**src/rtl/gerencia_destruicao_asteroides_if.sv**
```systemverilog
// rtl/gerencia_destruicao_asteroides_if.sv - destruction capture and valid-memory write bundle
interface gerencia_destruicao_asteroides_if #(
    parameter int ASTEROIDE_ADDR_W = 4,
    parameter int TIRO_ADDR_W      = 4
);
    logic                        asteroide_destruido;
    logic [ASTEROIDE_ADDR_W-1:0] indice_asteroide;
    logic [TIRO_ADDR_W-1:0]      indice_tiro;
    logic                        s_fim_comparacao;
    logic                        we_asteroide;
    logic [ASTEROIDE_ADDR_W-1:0] addr_asteroide;
    logic                        we_tiro;
    logic [TIRO_ADDR_W-1:0]      addr_tiro;
    logic                        dado_invalido;
    logic                        fim_destruicao;

    modport master (
        output asteroide_destruido, indice_asteroide, indice_tiro, s_fim_comparacao,
        input  we_asteroide, addr_asteroide, we_tiro, addr_tiro, dado_invalido, fim_destruicao
    );

    modport slave (
        input  asteroide_destruido, indice_asteroide, indice_tiro, s_fim_comparacao,
        output we_asteroide, addr_asteroide, we_tiro, addr_tiro, dado_invalido, fim_destruicao
    );
endinterface

```
**src/rtl/gerencia_destruicao_asteroides.sv**
```systemverilog
// rtl/gerencia_destruicao_asteroides.sv - queues asteroid destructions and applies them to memories and score
// Optional: define PONTUACAO_SATURA_EN to clamp the score instead of wrapping.
module gerencia_destruicao_asteroides #(
    parameter int ASTEROIDE_ADDR_W = 4,
    parameter int TIRO_ADDR_W      = 4,
    parameter int PONTUACAO_W      = 10,
    parameter int PONTOS           = 1,
    parameter int FILA_PROF_LOG2   = 2
) (
    input  logic                   clock,
    input  logic                   reset,
    gerencia_destruicao_asteroides_if.slave bus,
    input  logic                   zera_pontuacao,
    output logic [PONTUACAO_W-1:0] pontuacao,
    output logic                   ocupado,
    output logic                   db_overflow,
    output logic [4:0]             db_estado
);
    localparam int FILA_PROF = 1 << FILA_PROF_LOG2;
    localparam int ENTRADA_W = ASTEROIDE_ADDR_W + TIRO_ADDR_W;

    localparam logic [4:0] S_INICIAL         = 5'd0;
    localparam logic [4:0] S_ESPERA          = 5'd1;
    localparam logic [4:0] S_LE_FILA         = 5'd2;
    localparam logic [4:0] S_APAGA_ASTEROIDE = 5'd3;
    localparam logic [4:0] S_APAGA_TIRO      = 5'd4;
    localparam logic [4:0] S_PONTUA          = 5'd5;
    localparam logic [4:0] S_FIM             = 5'd6;

    logic [4:0]                  estado_q, estado_d;
    logic [ENTRADA_W-1:0]        fila_q [FILA_PROF];
    logic [FILA_PROF_LOG2-1:0]   wr_ptr_q, wr_ptr_d, rd_ptr_q, rd_ptr_d;
    logic [FILA_PROF_LOG2:0]     cnt_q, cnt_d;
    logic                        fim_pendente_q, fim_pendente_d;
    logic                        overflow_q, overflow_d;
    logic [PONTUACAO_W-1:0]      pontuacao_q, pontuacao_d, pontuacao_inc;
    logic [ASTEROIDE_ADDR_W-1:0] addr_asteroide_q, addr_asteroide_d;
    logic [TIRO_ADDR_W-1:0]      addr_tiro_q, addr_tiro_d;
    logic                        we_asteroide_q, we_asteroide_d;
    logic                        we_tiro_q, we_tiro_d;
    logic                        fim_q, fim_d;
    logic                        ocupado_q, ocupado_d;
    logic                        cheia, vazia, push, pop;
    logic [ENTRADA_W-1:0]        cabeca;

`ifdef PONTUACAO_SATURA_EN
    logic [PONTUACAO_W:0] soma;
    always_comb begin
        soma          = {1'b0, pontuacao_q} + (PONTUACAO_W+1)'(PONTOS);
        pontuacao_inc = soma[PONTUACAO_W] ? {PONTUACAO_W{1'b1}} : soma[PONTUACAO_W-1:0];
    end
`else
    always_comb begin
        pontuacao_inc = pontuacao_q + PONTUACAO_W'(PONTOS);
    end
`endif

    always_comb begin
        cheia  = (cnt_q == (FILA_PROF_LOG2+1)'(FILA_PROF));
        vazia  = (cnt_q == '0);
        // A push into a full queue is dropped even if a pop happens that same cycle.
        push   = bus.asteroide_destruido && !cheia;
        pop    = (estado_q == S_LE_FILA);
        cabeca = fila_q[rd_ptr_q];

        wr_ptr_d = push ? wr_ptr_q + 1'b1 : wr_ptr_q;
        rd_ptr_d = pop  ? rd_ptr_q + 1'b1 : rd_ptr_q;
        cnt_d    = cnt_q;
        if (push && !pop)
            cnt_d = cnt_q + 1'b1;
        else if (pop && !push)
            cnt_d = cnt_q - 1'b1;
        overflow_d = overflow_q || (bus.asteroide_destruido && cheia);

        estado_d = estado_q;
        case (estado_q)
            S_INICIAL:         estado_d = S_ESPERA;
            S_ESPERA: begin
                if (!vazia)
                    estado_d = S_LE_FILA;
                else if (fim_pendente_q)
                    estado_d = S_FIM;
            end
            S_LE_FILA:         estado_d = S_APAGA_ASTEROIDE;
            S_APAGA_ASTEROIDE: estado_d = S_APAGA_TIRO;
            S_APAGA_TIRO:      estado_d = S_PONTUA;
            S_PONTUA:          estado_d = S_ESPERA;
            S_FIM:             estado_d = S_ESPERA;
            default:           estado_d = S_INICIAL;
        endcase

        // A new end-of-pass arriving as FIM is entered is kept for the next pass.
        fim_pendente_d = (fim_pendente_q && (estado_d != S_FIM)) || bus.s_fim_comparacao;

        addr_asteroide_d = pop ? cabeca[ENTRADA_W-1:TIRO_ADDR_W] : addr_asteroide_q;
        addr_tiro_d      = pop ? cabeca[TIRO_ADDR_W-1:0]         : addr_tiro_q;
        we_asteroide_d   = (estado_d == S_APAGA_ASTEROIDE);
        we_tiro_d        = (estado_d == S_APAGA_TIRO);
        fim_d            = (estado_d == S_FIM);
        ocupado_d        = (cnt_d != '0) || !((estado_d == S_INICIAL) || (estado_d == S_ESPERA));

        pontuacao_d = pontuacao_q;
        if (zera_pontuacao)
            pontuacao_d = '0;
        else if (estado_q == S_PONTUA)
            pontuacao_d = pontuacao_inc;
    end

    always_ff @(posedge clock) begin
        if (push)
            fila_q[wr_ptr_q] <= {bus.indice_asteroide, bus.indice_tiro};
    end

    always_ff @(posedge clock) begin
        if (reset) begin
            estado_q         <= S_INICIAL;
            wr_ptr_q         <= '0;
            rd_ptr_q         <= '0;
            cnt_q            <= '0;
            fim_pendente_q   <= 1'b0;
            overflow_q       <= 1'b0;
            pontuacao_q      <= '0;
            addr_asteroide_q <= '0;
            addr_tiro_q      <= '0;
            we_asteroide_q   <= 1'b0;
            we_tiro_q        <= 1'b0;
            fim_q            <= 1'b0;
            ocupado_q        <= 1'b0;
        end else begin
            estado_q         <= estado_d;
            wr_ptr_q         <= wr_ptr_d;
            rd_ptr_q         <= rd_ptr_d;
            cnt_q            <= cnt_d;
            fim_pendente_q   <= fim_pendente_d;
            overflow_q       <= overflow_d;
            pontuacao_q      <= pontuacao_d;
            addr_asteroide_q <= addr_asteroide_d;
            addr_tiro_q      <= addr_tiro_d;
            we_asteroide_q   <= we_asteroide_d;
            we_tiro_q        <= we_tiro_d;
            fim_q            <= fim_d;
            ocupado_q        <= ocupado_d;
        end
    end

    assign bus.we_asteroide   = we_asteroide_q;
    assign bus.addr_asteroide = addr_asteroide_q;
    assign bus.we_tiro        = we_tiro_q;
    assign bus.addr_tiro      = addr_tiro_q;
    assign bus.dado_invalido  = 1'b0;
    assign bus.fim_destruicao = fim_q;
    assign pontuacao          = pontuacao_q;
    assign ocupado            = ocupado_q;
    assign db_overflow        = overflow_q;
    assign db_estado          = estado_q;
endmodule

```
**src/flat_wrapper.sv**
```systemverilog
// flat-port wrapper written by rule: the top's interface ports become plain ports
module gerencia_destruicao_asteroides_flat 
#(
    parameter int ASTEROIDE_ADDR_W = 4,
    parameter int TIRO_ADDR_W      = 4,
    parameter int PONTUACAO_W      = 10,
    parameter int PONTOS           = 1,
    parameter int FILA_PROF_LOG2   = 2
)
  (clock, reset, zera_pontuacao, pontuacao, ocupado, db_overflow, db_estado, bus_asteroide_destruido, bus_indice_asteroide, bus_indice_tiro, bus_s_fim_comparacao, bus_we_asteroide, bus_addr_asteroide, bus_we_tiro, bus_addr_tiro, bus_dado_invalido, bus_fim_destruicao);
  gerencia_destruicao_asteroides_if #(.ASTEROIDE_ADDR_W(ASTEROIDE_ADDR_W), .TIRO_ADDR_W(TIRO_ADDR_W)) bus_i ();
  input  logic clock;
  input  logic reset;
  input  logic zera_pontuacao;
  output logic [PONTUACAO_W-1:0] pontuacao;
  output logic ocupado;
  output logic db_overflow;
  output logic [4:0] db_estado;
  input wire logic [$bits(bus_i.asteroide_destruido)-1:0] bus_asteroide_destruido;
  input wire logic [$bits(bus_i.indice_asteroide)-1:0] bus_indice_asteroide;
  input wire logic [$bits(bus_i.indice_tiro)-1:0] bus_indice_tiro;
  input wire logic [$bits(bus_i.s_fim_comparacao)-1:0] bus_s_fim_comparacao;
  output wire logic [$bits(bus_i.we_asteroide)-1:0] bus_we_asteroide;
  output wire logic [$bits(bus_i.addr_asteroide)-1:0] bus_addr_asteroide;
  output wire logic [$bits(bus_i.we_tiro)-1:0] bus_we_tiro;
  output wire logic [$bits(bus_i.addr_tiro)-1:0] bus_addr_tiro;
  output wire logic [$bits(bus_i.dado_invalido)-1:0] bus_dado_invalido;
  output wire logic [$bits(bus_i.fim_destruicao)-1:0] bus_fim_destruicao;
  assign bus_i.asteroide_destruido = bus_asteroide_destruido;
  assign bus_i.indice_asteroide = bus_indice_asteroide;
  assign bus_i.indice_tiro = bus_indice_tiro;
  assign bus_i.s_fim_comparacao = bus_s_fim_comparacao;
  assign bus_we_asteroide = bus_i.we_asteroide;
  assign bus_addr_asteroide = bus_i.addr_asteroide;
  assign bus_we_tiro = bus_i.we_tiro;
  assign bus_addr_tiro = bus_i.addr_tiro;
  assign bus_dado_invalido = bus_i.dado_invalido;
  assign bus_fim_destruicao = bus_i.fim_destruicao;
  gerencia_destruicao_asteroides #(.ASTEROIDE_ADDR_W(ASTEROIDE_ADDR_W), .TIRO_ADDR_W(TIRO_ADDR_W), .PONTUACAO_W(PONTUACAO_W), .PONTOS(PONTOS), .FILA_PROF_LOG2(FILA_PROF_LOG2)) u_core (.clock(clock), .reset(reset), .bus(bus_i), .zera_pontuacao(zera_pontuacao), .pontuacao(pontuacao), .ocupado(ocupado), .db_overflow(db_overflow), .db_estado(db_estado));
endmodule
```
**config.mk**
```make
export PLATFORM = sky130hd
export DESIGN_NAME = gerencia_destruicao_asteroides_flat
export DESIGN_NICKNAME = d
export VERILOG_FILES = /design/src/rtl/gerencia_destruicao_asteroides_if.sv /design/src/rtl/gerencia_destruicao_asteroides.sv /design/src/flat_wrapper.sv
export SDC_FILE = /design/constraint.sdc
export NUM_CORES = 1
export LEC_CHECK = 0
export CORE_ASPECT_RATIO = 0.75
export CORE_MARGIN = 2
export CORE_UTILIZATION = 45
export CTS_CLUSTER_SIZE = 40
export DETAILED_ROUTE_END_ITERATION = 10
export GPL_TIMING_DRIVEN = 0
export MAX_ROUTING_LAYER = met4
export PLACE_DENSITY = 0.68
export SLEW_MARGIN = 40
export SYNTH_ARGS = -nofsm -noshare
export SYNTH_HDL_FRONTEND = slang
export SYNTH_SLANG_ARGS = --single-unit
```
**constraint.sdc**
```tcl
create_clock -name clock -period 3.7 [get_ports clock]
set_input_delay 0.37 -clock clock [delete_from_list [all_inputs] [get_ports clock]]
set_output_delay 0.37 -clock clock [all_outputs]
set_load 0.1 [all_outputs]
```
# == After elaboration in Yosys (flattened, before gate mapping) ==
# Memories as Yosys holds them, arrays and structs flattened. A register that Yosys moved wholly into a read port is not among the register bits.
# Index checks and enable logic that the tools add are counted.
# word_totals
reg_bits,28
ram_bits,32
output_inout_bits,29
in_bits,13
elab_cells,55
mem_count,1
# classes
add_sub_neg,5
eq_ne,12
reduce_logical,19
n_mux,7
# memory_table
memory,words,word_bits,read_ports,rd_ports_with_merged_regs,wr,line,text
u_core.fila_q,4,8,1,1,1,gerencia_destruicao_asteroides.sv:31,logic [ENTRADA_W-1:0] fila_q [FILA_PROF];
# ops
operator,count
$eq 5x3->1 const B,5
$pmux 5 s5,1
$eq 5x2->1 const B,3
$add 10x1->10 const B,1
$eq 5x1->1 const B,2
$logic_not 5->1,2
$mux 5,2
$mux 3,2
$logic_and 1x1->1,5
$ne 5x3->1 const B,1
$add 2x1->2 const B,2
$logic_not 1->1,4
$logic_or 1x1->1,4
$add 3x1->3 const B,1
$eq 3x3->1 const B,1
$logic_not 3->1,1
$reduce_bool 3->1,1
$reduce_or 3->1,1
$sub 3x1->3 const B,1
$mux 1,2
$reduce_or 2->1,1

# == Longest topological paths before layout ==
# Gate-level depths: netlist (run 1).
# depth
depth_word,9
mapped_depth,7
mapped_depth_nobuf,6

# == Worst setup path after synthesis (run 1) ==
# OpenSTA, ideal clock, no wires.
# synth_timing
path_kind,flip-flop to flip-flop
from,"register u_core.estado_q[0], in the netlist u_core.db_estado[0]"
to,"register u_core.pontuacao_q[7], in the netlist u_core.pontuacao[7]"
required_time_ps,3630
stages_incl_launch_ff,5
t_arrival_ps,2339
period_less_slack_ps,2409
path_buffers,0
setup_ps,70
path_slack_ps,1291
path_cell_list,dfxtp_1 > nor4b_4 > nand4_2 > or4_1 > a21oi_1
# synth_between
elab_chain_len,1
# synth_rtl
item,line,text
from (decl),gerencia_destruicao_asteroides.sv:30,"logic [4:0] estado_q, estado_d;"
from (signal assigned),gerencia_destruicao_asteroides.sv:130,estado_q <= estado_d;
$eq 5x3->1,gerencia_destruicao_asteroides.sv:105,else if (estado_q == S_PONTUA)
to (signal assigned),gerencia_destruicao_asteroides.sv:136,pontuacao_q <= pontuacao_d;
to (decl),gerencia_destruicao_asteroides.sv:36,"logic [PONTUACAO_W-1:0] pontuacao_q, pontuacao_d, pontuacao_inc;"
# No other way between the ends.
# A chain may end at the register's enable or synchronous reset.

# == Final worst setup path (run 1) ==
# layout_timing
from,register u_core.cnt_q[0]
to,memory u_core.fila_q[0][0] (netlist bit) (enable)
# layout_between
elab_chain_len,5
# layout_rtl
item,line,text
from (decl),gerencia_destruicao_asteroides.sv:33,"logic [FILA_PROF_LOG2:0] cnt_q, cnt_d;"
from (signal assigned),gerencia_destruicao_asteroides.sv:133,cnt_q <= cnt_d;
$eq 3x3->1,gerencia_destruicao_asteroides.sv:59,cheia = (cnt_q == (FILA_PROF_LOG2+1)'(FILA_PROF));
$logic_not 1->1,gerencia_destruicao_asteroides.sv:62,push = bus.asteroide_destruido && !cheia;
$logic_and 1x1->1,gerencia_destruicao_asteroides.sv:62,
$mux 1,gerencia_destruicao_asteroides.sv:110,if (push)
$mux 1 (implied by the code),gerencia_destruicao_asteroides.sv:111,"fila_q[wr_ptr_q] <= {bus.indice_asteroide, bus.indice_tiro};"
to (decl),gerencia_destruicao_asteroides.sv:31,
# No other way between the ends.

==> summary.md, run 1 <==
| Metric | Value |
|---|---|
| WL per Instance | 14.6 um |
| FF-to-FF setup slack | 1540 ps |
| Reg2reg path depth | 5 |
| Worst Skew | 10.1 ps |
| Routed Antenna Nets | 0 |
| Pleak | 1.26 nW |
| Total GRT Usage | 0.175 |
| Status | completed |
| Worst Path Arrival | 2140 ps |
| Fin. Hold Viols | 0 |
| Seq/Total Area, Yosys | 0.585 |
| Fmax | 464 MHz |
| VDD IR-drop max | 0.193 mV |
| CTS tree | done |
| Post-synth EDFFs | 32 |
| Crit path to | u_core.fila_q[0][0] |
| Crit path required time | 3680 ps |
| Number of synthesized register bits | 68 |
| Initial antenna violation count | 0 |
| Detailed-route DRC error count | 0 |
| Clk sinks | 68 |
| Depth of the CTS H-tree | 3 |
| Fin crit period | 2160 ps |
| Worst-path fanout max | 10 |
| Gpl congestion | 0.855 |
| CTS clk-pin slew, worst paths | 70 ps |
| Initial Utilization | 0.462 |
| Vias in the first global route | 1,850 |
| Post-CTS Resized | 0 |
| Ys async rst share | 0 |
| Final Util | 0.552 |
| Row cnt | 25 |
| Unrepaired setup endpoints after global routing | no |
| Syn avg cell area | 12.0 um^2 |
| Worst min path class | flip-flop to flip-flop |
| Num CTS Buffers | 9 |
| Vias after detailed routing | 1,959 |
| PwrDens | 452 nW/um^2 |
| Via density | 5.18 |
| Clk buf depth | 2 |
| Die Y | 73.2 um |
| Crit path from | u_core.cnt_q[0] |
| RR Endpoint | u_core.fila_q[0][0] |
| Layout cells sized above 1 | 0.219 |
| Detailed placement HPWL | 3.84 mm |
| Commonest non-fill, non-tap cells in the layout | dfxtp_1, edfxtp_1, buf_2 |
| Postcts setup bufs | 0 |
| Synth unique cells | 55 |
| Die X | 96.3 um |
| R2R Path Start | u_core.cnt_q[0] |
| Clock latency on the worst-skew pair | 330 ps |
| Slew Limit Fails | 0 |
| Critical path type | flip-flop to flip-flop |
| Finish-stage setup viols | 0 |
| Max-Cap Viols | 0 |
| Routed WL | 5.52 mm |
| DR pass1 iterations | 4 |
| Root buffer cell | clkbuf_8 |
| Final TNS setup | 0 ps |
| Worst rel slew slack | 0.609 |
| Drt initial violations | 95 |
| WHS Path Cells | 2 |
| Top_reg_cell synth | dfxtp_1 |
| Most common cell after layout, fill and taps aside | dfxtp_1 |
| Mapped Cells | 239 |
| Slew at the pin closest to its max-slew limit | 587 ps |
| Largest net degree at the start of global routing | 12 |
| Yosys warns | 0 |
| Total core area | 6220 um^2 |
| Grt total ovfl | 0 |
| Syn-to-layout area delta | 19.6% |
| Crit path launch type | flip-flop |
| Die ar. | 7050 um^2 |
| Io pins | 42 |
| First-pass GRT wire length | 8.72 mm |
| Mapped cell area | 2870 um^2 |
| Final worst path period share | 0.583 |
| Number of port buffers | 40 |
| Worst setup EP type | flip-flop |
| # nets final | 313 |
| Post-CTS Hold Buffers | 0 |
| Final-layout fill cell count | 531 |
| # diodes | 0 |
==> Yosys cell counts (2+ instances only) <==
| master | instances | area, um^2 |
|---|---|---|
| clkbuf_1 | 7 | 26.3 |
| ha_1 | 8 | 100 |
| nand2b_1 | 3 | 18.8 |
| and2_1 | 7 | 43.8 |
| o31ai_1 | 2 | 15.0 |
| inv_1 | 5 | 18.8 |
| xnor2_1 | 4 | 35.0 |
| xor2_1 | 5 | 43.8 |
| a31oi_1 | 2 | 12.5 |
| nor3b_1 | 3 | 22.5 |
| or2_2 | 2 | 12.5 |
| edfxtp_1 | 32 | 961 |
| o21ai_0 | 4 | 20.0 |
| or3_1 | 3 | 18.8 |
| nand3_1 | 7 | 35.0 |
| nand4_1 | 3 | 18.8 |
| nor3_1 | 2 | 10.0 |
| nor2b_1 | 2 | 12.5 |
| a21oi_1 | 19 | 95.1 |
| or4_1 | 2 | 15.0 |
| mux4_2 | 8 | 180 |
| dfxtp_1 | 36 | 721 |
| nor2_1 | 15 | 56.3 |
| nand2_1 | 27 | 101 |
==> layout make-up <==
cell class | count | area, um^2 | share of cell area
Multi-Input combinational cell | 157 | 1130 | 0.328
Clock inverter | 5 | 51.3 | 0.0149
Clock buffer | 11 | 141 | 0.0411
Tap cell | 81 | 101 | 0.0295
Timing Repair Buffer | 40 | 260 | 0.0757
Buffer | 11 | 55.1 | 0.0160
Sequential cell | 68 | 1680 | 0.489
Inverter | 5 | 18.8 | 0.00546
==> cells by family after synthesis <==
group / after synthesis / share of synthesized area
compound gates: 42 / 0.0967
xor+xnor: 9 / 0.0274
fa+ha+maj: 8 / 0.0348
buf+inv: 16 / 0.0253
flops: 68 / 0.585
mux: 9 / 0.0662
other cells: 1 / 0.00130
simple gates: 86 / 0.163
==> flip-flops by register name, indices dropped and copies added, names as in the netlist <==
name                       cells
u_core.ocupado                 1
u_core.cnt_q                   3
u_core.bus.we_asteroide        1
u_core.fim_pendente_q          1
u_core.fila_q                 32
u_core.bus.we_tiro             1
u_core.db_overflow             1
u_core.wr_ptr_q                2
u_core.pontuacao              10
u_core.bus.addr_tiro           4
u_core.rd_ptr_q                2
u_core.bus.addr_asteroide      4
u_core.bus.fim_destruicao      1
u_core.db_estado               5
==> metrics by stage <==
stage	std cells	total power, mW	hold WS, ps	setup WS (ps)	instance area (um^2)
after floorplan	241	0.941	469	1290	2880
final	378	1.55	455	1540	3440
after detailed placement	362	0.984	449	1480	3240
after CTS	378	1.57	459	1550	3440
after global routing	378	1.62	477	1380	3440
after global placement	362	0.983	444	1500	3380
==> per-layer routing <==
metal	share of wire	GRT usage
met2	0.46	0.262
met1	0.49	0.226
met5	0	-
met3	0.042	0.0486
met4	0.013	0.0683
==> critical path, cell delays in order (launching register included) <==
cell and delay (ps):
dfxtp_1 470, inv_1 110, ha_1 280, a21boi_0 240
buf_2 270, and2_1 450
==> worst min-delay path by stage <==
stage	startpoint	endpoint	slack, ps
2_1_floorplan	bus_indice_tiro[0]	u_core.fila_q[0][0]	470
3_3_place_gp	u_core.bus.addr_asteroide[1]	u_core.bus.addr_asteroide[1]	440
3_5_place_dp	u_core.bus.addr_asteroide[2]	u_core.bus.addr_asteroide[2]	450
4_1_cts	u_core.bus.addr_asteroide[2]	u_core.bus.addr_asteroide[2]	460
5_1_grt	u_core.bus.addr_asteroide[2]	u_core.bus.addr_asteroide[2]	480
6_report	u_core.bus.addr_asteroide[2]	u_core.bus.addr_asteroide[2]	460
==> power breakdown <==
part	total (mW)	internal (mW)	switching [mW]	leakage, nW
registers	0.829	0.814	0.0145	0.586
clock network	0.586	0.325	0.261	0.0967
logic	0.140	0.0507	0.0890	0.579
(Power assumes the default switching activity.)
==> inputs of run 2 (changes only) <==
--- a/config.mk
+++ b/config.mk
@@ -12,7 +12,7 @@
 export DETAILED_ROUTE_END_ITERATION = 10
 export GPL_TIMING_DRIVEN = 0
 export MAX_ROUTING_LAYER = met4
-export PLACE_DENSITY = 0.68
+export PLACE_DENSITY = 0.71
 export SLEW_MARGIN = 40
 export SYNTH_ARGS = -nofsm -noshare
 export SYNTH_HDL_FRONTEND = slang
==> constraint.sdc (replaced) <==
create_clock -name clock -period 1.9 [get_ports clock]
set_input_delay 0.19 -clock clock [delete_from_list [all_inputs] [get_ports clock]]
set_output_delay 0.19 -clock clock [all_outputs]
set_load 0.1 [all_outputs]
==> run 2 against run 1 <==
Against the previous run: global-route usage grew 0.32 points; sequential share of layout area grew 0.46 points; sequential cell count is the same; critical endpoint is now u_core.ocupado; utilization grew 0.18 points; via count shrank 0.20%; wire length shrank 0.67%; maximum frequency grew 19%; register-to-register slack lost 1400 ps; largest power group unchanged; first-iteration DRC count grew 13%; critical path type unchanged.
==> summary.md, run 2 (same netlist as run 1, synthesis figures left out) <==
| Metric | Value |
|---|---|
| Number of port buffers | 40 (unchanged) |
| Detailed placement HPWL | 3.85 mm (was 3.84 mm) |
| Fmax | 553 MHz (was 464 MHz) |
| Post-DP Area | 3260 um^2 (was 3240 um^2) |
| Crit path required time | 2150 ps (was 3680 ps) |
| Clk sinks | 68 (unchanged) |
| Worst setup EP type | flip-flop (unchanged) |
| Detailed-route DRC error count | 0 (unchanged) |
| Gpl congestion | 0.884 (was 0.855) |
| Most common cell after layout, fill and taps aside | edfxtp_1 (was dfxtp_1) |
| Total power | 2.92 mW (was 1.55 mW) |
| WL per Instance | 14.5 um (was 14.6 um) |
| Status | completed (unchanged) |
| Routed Antenna Nets | 0 (unchanged) |
| Die ar. | 7050 um^2 (unchanged) |
| Drt initial violations | 107 (was 95) |
| Final worst path period share | 0.951 (was 0.583) |
| # nets final | 313 (unchanged) |
| Most flop-heavy register | u_core.fila_q (unchanged) |
| Slew Limit Fails | 0 (unchanged) |
| Worst-path fanout max | 10 (unchanged) |
| PwrDens | 847 nW/um^2 (was 452 nW/um^2) |
| Via density | 5.17 (was 5.18) |
| Die X | 96.3 um (unchanged) |
| VDD IR-drop max | 0.342 mV (was 0.193 mV) |
| Row cnt | 25 (unchanged) |
| Syn-to-layout area delta | 20.0% (was 19.6%) |
| Initial antenna violation count | 0 (unchanged) |
| Pleak | 1.27 nW (was 1.26 nW) |
| Slew at the pin closest to its max-slew limit | 704 ps (was 587 ps) |
| Depth of the CTS H-tree | 3 (unchanged) |
| Finished Layout Cells | 378 (unchanged) |
| R2R Path Start | u_core.cnt_q[0] (unchanged) |
| Total GRT Usage | 0.178 (was 0.175) |
| Sequential power share | 0.552 (was 0.533) |
| Worst min path class | flip-flop to flip-flop (unchanged) |
| First-pass GRT wire length | 8.89 mm (was 8.72 mm) |
| Io pins | 42 (unchanged) |
| Crit path from | u_core.cnt_q[0] (unchanged) |
| Design internal power | 2.23 mW (was 1.19 mW) |
| Clk buf depth | 2 (unchanged) |
| Largest net degree at the start of global routing | 12 (unchanged) |
| Grt total ovfl | 0 (unchanged) |
| Vias in the first global route | 1,887 (was 1,850) |
| Unrepaired setup endpoints after global routing | no (unchanged) |
| Crit path launch type | flip-flop (unchanged) |
| Initial Utilization | 0.462 (unchanged) |
| Total core area | 6220 um^2 (unchanged) |
| Die Y | 73.2 um (unchanged) |
| Critical path type | flip-flop to flip-flop (unchanged) |
| Hold Startpoint | u_core.bus.addr_asteroide[1] (was u_core.bus.addr_asteroide[2]) |
| CTS clk-pin slew, worst paths | 70 ps (about the same) |
| Clock network power share | 0.356 (was 0.377) |
| Switching share of power | 0.237 (was 0.234) |
| Worst rel slew slack | 0.530 (was 0.609) |
| Clock latency on the worst-skew pair | 340 ps (was 330 ps) |
| Logic gate share of total power | 0.092 (was 0.090) |
| Finished Cell Area | 3450 um^2 (was 3440 um^2) |
| Post-CTS Hold Buffers | 0 (unchanged) |
| # diodes | 0 (unchanged) |
| Max-Cap Viols | 0 (unchanged) |
| Root buffer cell | clkbuf_8 (unchanged) |
| Num CTS Buffers | 9 (unchanged) |
| Vias after detailed routing | 1,955 (was 1,959) |
| DR pass1 iterations | 4 (unchanged) |
| Fin crit period | 1810 ps (was 2160 ps) |
| DP Cell Count | 362 (unchanged) |
| Final TNS setup | 0 ps (unchanged) |
| Hold Worst Slack | 456 ps (was 455 ps) |
| Routed WL | 5.49 mm (was 5.52 mm) |
| Fin. Hold Viols | 0 (unchanged) |
| P_sw | 0.693 mW (was 0.364 mW) |
| CTS tree | done (unchanged) |
| Commonest non-fill, non-tap cells in the layout | edfxtp_1, buf_2, nand2_1 (was dfxtp_1, edfxtp_1, buf_2) |
| Worst Path Arrival | 2050 ps (was 2140 ps) |
| Largest register FFs | 32 (unchanged) |
| Finish-stage setup viols | 0 (unchanged) |
| Worst Skew | 11.4 ps (was 10.1 ps) |
| Layout cells sized above 1 | 0.273 (was 0.219) |
-- run 2: cell types whose count changed in the layout (fill, tap and decap cells not counted), moves of 2 or more --
cell / change
clkbuf_1: +2
dfxtp_4: +2
dfxtp_2: +11
and2_1: -4
buf_4: +2
and2_2: +4
dfxtp_1: -13
-- run 2: worst paths after layout --
check                                 end  slack [ps]  cells past startpoint
max                        u_core.ocupado          90                      7
min reg2reg  u_core.bus.addr_asteroide[1]         460                      2
max reg2reg                u_core.ocupado          90                      7
min          u_core.bus.addr_asteroide[1]         460                      2
-- run 2: critical path: stages (launching register included) --
cell and delay, ps:
dfxtp_2 390, inv_1 90, ha_1 260, a21boi_1 180
buf_4 200, a311oi_1 60, a311o_1 340, a41oi_1 210
-- run 2: stage by stage --
stage / setup slack, ps / util
floorplan: 32.6 / -
global placement: -159 / 0.547
detailed placement: -190 / 0.524
CTS: 26.3 / 0.553
global route: 1.58 / 0.554
finish: 92.8 / 0.554
-- run 2: layout make-up --
class | instances | area (um^2)
fillers | 538 | 2780
clock buffers | 14 | 163
plain buffers | 10 | 52.6
clock inverters | 2 | 10.0
inverters | 5 | 18.8
multi-input cells | 157 | 1130
flip-flops and latches | 68 | 1700
well taps | 81 | 101
repair buffers | 41 | 268
-- run 2: what timing repair did --
| item | CTS | global route |
|---|---|---|
| pin swaps | 1 | 1 |
| cloned | 0 | 0 |
| setup buffers | 0 | 1 |
| hold endpoints to repair | 0 | 0 |
| resized for setup | 6 | 1 |
| setup endpoints to repair | 36 | 29 |
-- run 2: layer usage --
metal	wire, um	global-route usage
met5	0	-
met4	50	0.0429
met3	256	0.0733
met2	2560	0.262
met1	2620	0.230
-- run 2: power by group through the flow --
stage / Clock [mW] / Sequential (mW) / Combinational [mW]
floorplan: 0 / 1.69 / 0.142
global placement: 0 / 1.64 / 0.270
detailed placement: 0 / 1.64 / 0.268
CTS: 1.07 / 1.61 / 0.271
global route: 1.13 / 1.62 / 0.295
finish: 1.04 / 1.61 / 0.270
==> inputs of run 3 (changes only) <==
--- a/config.mk
+++ b/config.mk
@@ -10,7 +10,6 @@
 export CORE_UTILIZATION = 45
 export CTS_CLUSTER_SIZE = 40
 export DETAILED_ROUTE_END_ITERATION = 10
-export GPL_TIMING_DRIVEN = 0
 export MAX_ROUTING_LAYER = met4
 export PLACE_DENSITY = 0.71
 export SLEW_MARGIN = 40
==> run 3 against run 2 <==
Against the previous run: clock skew grew 0.84 ps; sequential power is essentially flat; sequential cell count is the same; via count grew 0.72%; clock power grew 8%; final cell count grew 0.79%; worst setup slack gained 74 ps; sequential share of layout area shrank 1.9 points; register-to-register slack gained 70 ps; critical path type unchanged; critical endpoint unchanged; largest power group unchanged.
==> summary.md, run 3 (same netlist as run 1, synthesis figures left out) <==
| Metric | Value |
|---|---|
| Status | completed (unchanged) |
| Worst Skew | 12.2 ps (was 11.4 ps) |
| Hold Worst Slack | 432 ps (was 456 ps) |
| Worst Path Arrival | 1960 ps (was 2050 ps) |
| Row cnt | 25 (unchanged) |
| Die X | 96.3 um (unchanged) |
| Worst setup EP type | flip-flop (unchanged) |
| CTS tree | done (unchanged) |
| Number of port buffers | 40 (unchanged) |
| Fmax | 577 MHz (was 553 MHz) |
| Final TNS setup | 0 ps (unchanged) |
| Reg2reg path depth | 7 (unchanged) |
| Worst-path fanout max | 11 (was 10) |
| Final-layout fill cell count | 521 (was 538) |
| Max-Cap Viols | 0 (unchanged) |
| Wire length on met2 | 2.47 mm (was 2.56 mm) |
| Hold Startpoint | u_core.db_estado[2] (was u_core.bus.addr_asteroide[1]) |
| Drt initial violations | 99 (was 107) |
| Detailed placement HPWL | 3.84 mm (was 3.85 mm) |
| Commonest non-fill, non-tap cells in the layout | buf_4, edfxtp_1, nand2_1 (was edfxtp_1, buf_2, nand2_1) |
| Vias after detailed routing | 1,969 (was 1,955) |
| VDD IR-drop max | 0.294 mV (was 0.342 mV) |
| FF-to-FF setup slack | 170 ps (was 90 ps) |
| Largest register FFs | 32 (unchanged) |
| Clk sinks | 68 (unchanged) |
| Total core area | 6220 um^2 (unchanged) |
| Syn-to-layout area delta | 24.6% (was 20.0%) |
| Io pins | 42 (unchanged) |
| Most common cell after layout, fill and taps aside | buf_4 (was edfxtp_1) |
| Routed Antenna Nets | 0 (unchanged) |
| Initial Utilization | 0.462 (unchanged) |
| Fin. Hold Viols | 0 (unchanged) |
| Unrepaired setup endpoints after global routing | no (unchanged) |
| Largest net degree at the start of global routing | 16 (was 12) |
| Post-CTS Hold Buffers | 0 (unchanged) |
| Fin crit period | 1730 ps (was 1810 ps) |
| Crit path launch type | flip-flop (unchanged) |
| Detailed-route DRC error count | 0 (unchanged) |
| RR Endpoint | u_core.ocupado (unchanged) |
| Depth of the CTS H-tree | 3 (unchanged) |
| Critical path type | flip-flop to flip-flop (unchanged) |
| Post-CTS Resized | 0 (was 6) |
| Layout cells sized above 1 | 0.293 (was 0.273) |
| Via density | 5.17 (about the same) |
| Pleak | 1.31 nW (was 1.27 nW) |
| Root buffer cell | clkbuf_8 (unchanged) |
| CTS clk-pin slew, worst paths | 80 ps (was 70 ps) |
| Final worst path period share | 0.912 (was 0.951) |
| PwrDens | 846 nW/um^2 (was 847 nW/um^2) |
| Hold EP | u_core.db_estado[1] (was u_core.bus.addr_asteroide[1]) |
| Worst min path class | flip-flop to flip-flop (unchanged) |
| WHS Path Cells | 1 (was 2) |
| Total GRT Usage | 0.184 (was 0.178) |
| Gpl congestion | 0.898 (was 0.884) |
| Die Y | 73.2 um (unchanged) |
| Met1 Routed Length | 2.71 mm (was 2.62 mm) |
| First-pass GRT wire length | 9.06 mm (was 8.89 mm) |
| Most flop-heavy register | u_core.fila_q (unchanged) |
| Max layer used | met4 (unchanged) |
| # nets final | 316 (was 313) |
| Clock latency on the worst-skew pair | 340 ps (about the same) |
| Postcts setup bufs | 0 (unchanged) |
| DR pass1 iterations | 4 (unchanged) |
| Clk buf depth | 2 (unchanged) |
| Crit path required time | 2120 ps (was 2150 ps) |
| Initial antenna violation count | 0 (unchanged) |
| Die ar. | 7050 um^2 (unchanged) |
| Num CTS Buffers | 9 (unchanged) |
| Routed WL | 5.57 mm (was 5.49 mm) |
| # diodes | 0 (unchanged) |
| Grt total ovfl | 0 (unchanged) |
| Met3 Wirelength | 320 um (was 256 um) |
| Vias in the first global route | 1,840 (was 1,887) |
| Slew Limit Fails | 0 (unchanged) |
| Finish-stage setup viols | 0 (unchanged) |
| WL per Instance | 14.6 um (was 14.5 um) |
| R2R Path Start | u_core.cnt_q[0] (unchanged) |
[run 3: worst max path at each step]
stage                            startpoint                   to  slack, ps  cells past startpoint
finish                      u_core.cnt_q[0]       u_core.ocupado        170                      7
global route                u_core.cnt_q[0]       u_core.ocupado         30                      7
CTS                         u_core.cnt_q[1]       u_core.ocupado         50                      7
detailed placement          u_core.cnt_q[1]       u_core.ocupado        110                      7
global placement    bus_asteroide_destruido       u_core.ocupado        140                      6
floorplan               u_core.db_estado[1]  u_core.pontuacao[7]         30                      5
[run 3: report_power, final]
part	leakage (nW)	switching, mW	internal (mW)	total, mW
Clock	0.0947	0.516	0.600	1.12
Sequential	0.592	0.0249	1.58	1.61
Combinational	0.623	0.180	0.123	0.304
[run 3: through the flow]
| step | power [mW] | instance area (um^2) | setup WS, ps | std cells | util |
|---|---|---|---|---|---|
| global route | 3.17 | 3580 | 32.1 | 381 | 0.575 |
| global placement | 1.93 | 3380 | 136 | 365 | 0.544 |
| finish | 3.03 | 3580 | 166 | 381 | 0.575 |
| detailed placement | 1.93 | 3380 | 111 | 365 | 0.544 |
| CTS | 3.05 | 3570 | 52.0 | 381 | 0.573 |
| floorplan | 1.83 | 2900 | 32.6 | 241 | - |
[run 3: area by class of cell]
class | instances | area, um^2 | area share
clock buffers | 11 | 131 | 0.0367
multi-input cells | 157 | 1140 | 0.318
repair buffers | 54 | 435 | 0.122
well taps | 81 | 101 | 0.0283
flip-flops and latches | 68 | 1700 | 0.475
inverters | 5 | 18.8 | 0.00524
clock inverters | 5 | 52.6 | 0.0147
[run 3: layer usage]
metal	vias to the layer above	global-route usage
li1	987	-
met1	920	0.240
met2	55	0.268
met3	7	0.0651
met4	0	0.0667
met5	-	-
[run 3: worst max-delay path, stage by stage (launching register included)]
cell	delay [ps]
dfxtp_1	310
inv_1	110
ha_4	160
a21boi_0	90
buf_4	180
o41a_1	420
a32oi_1	200
a41oi_1	130
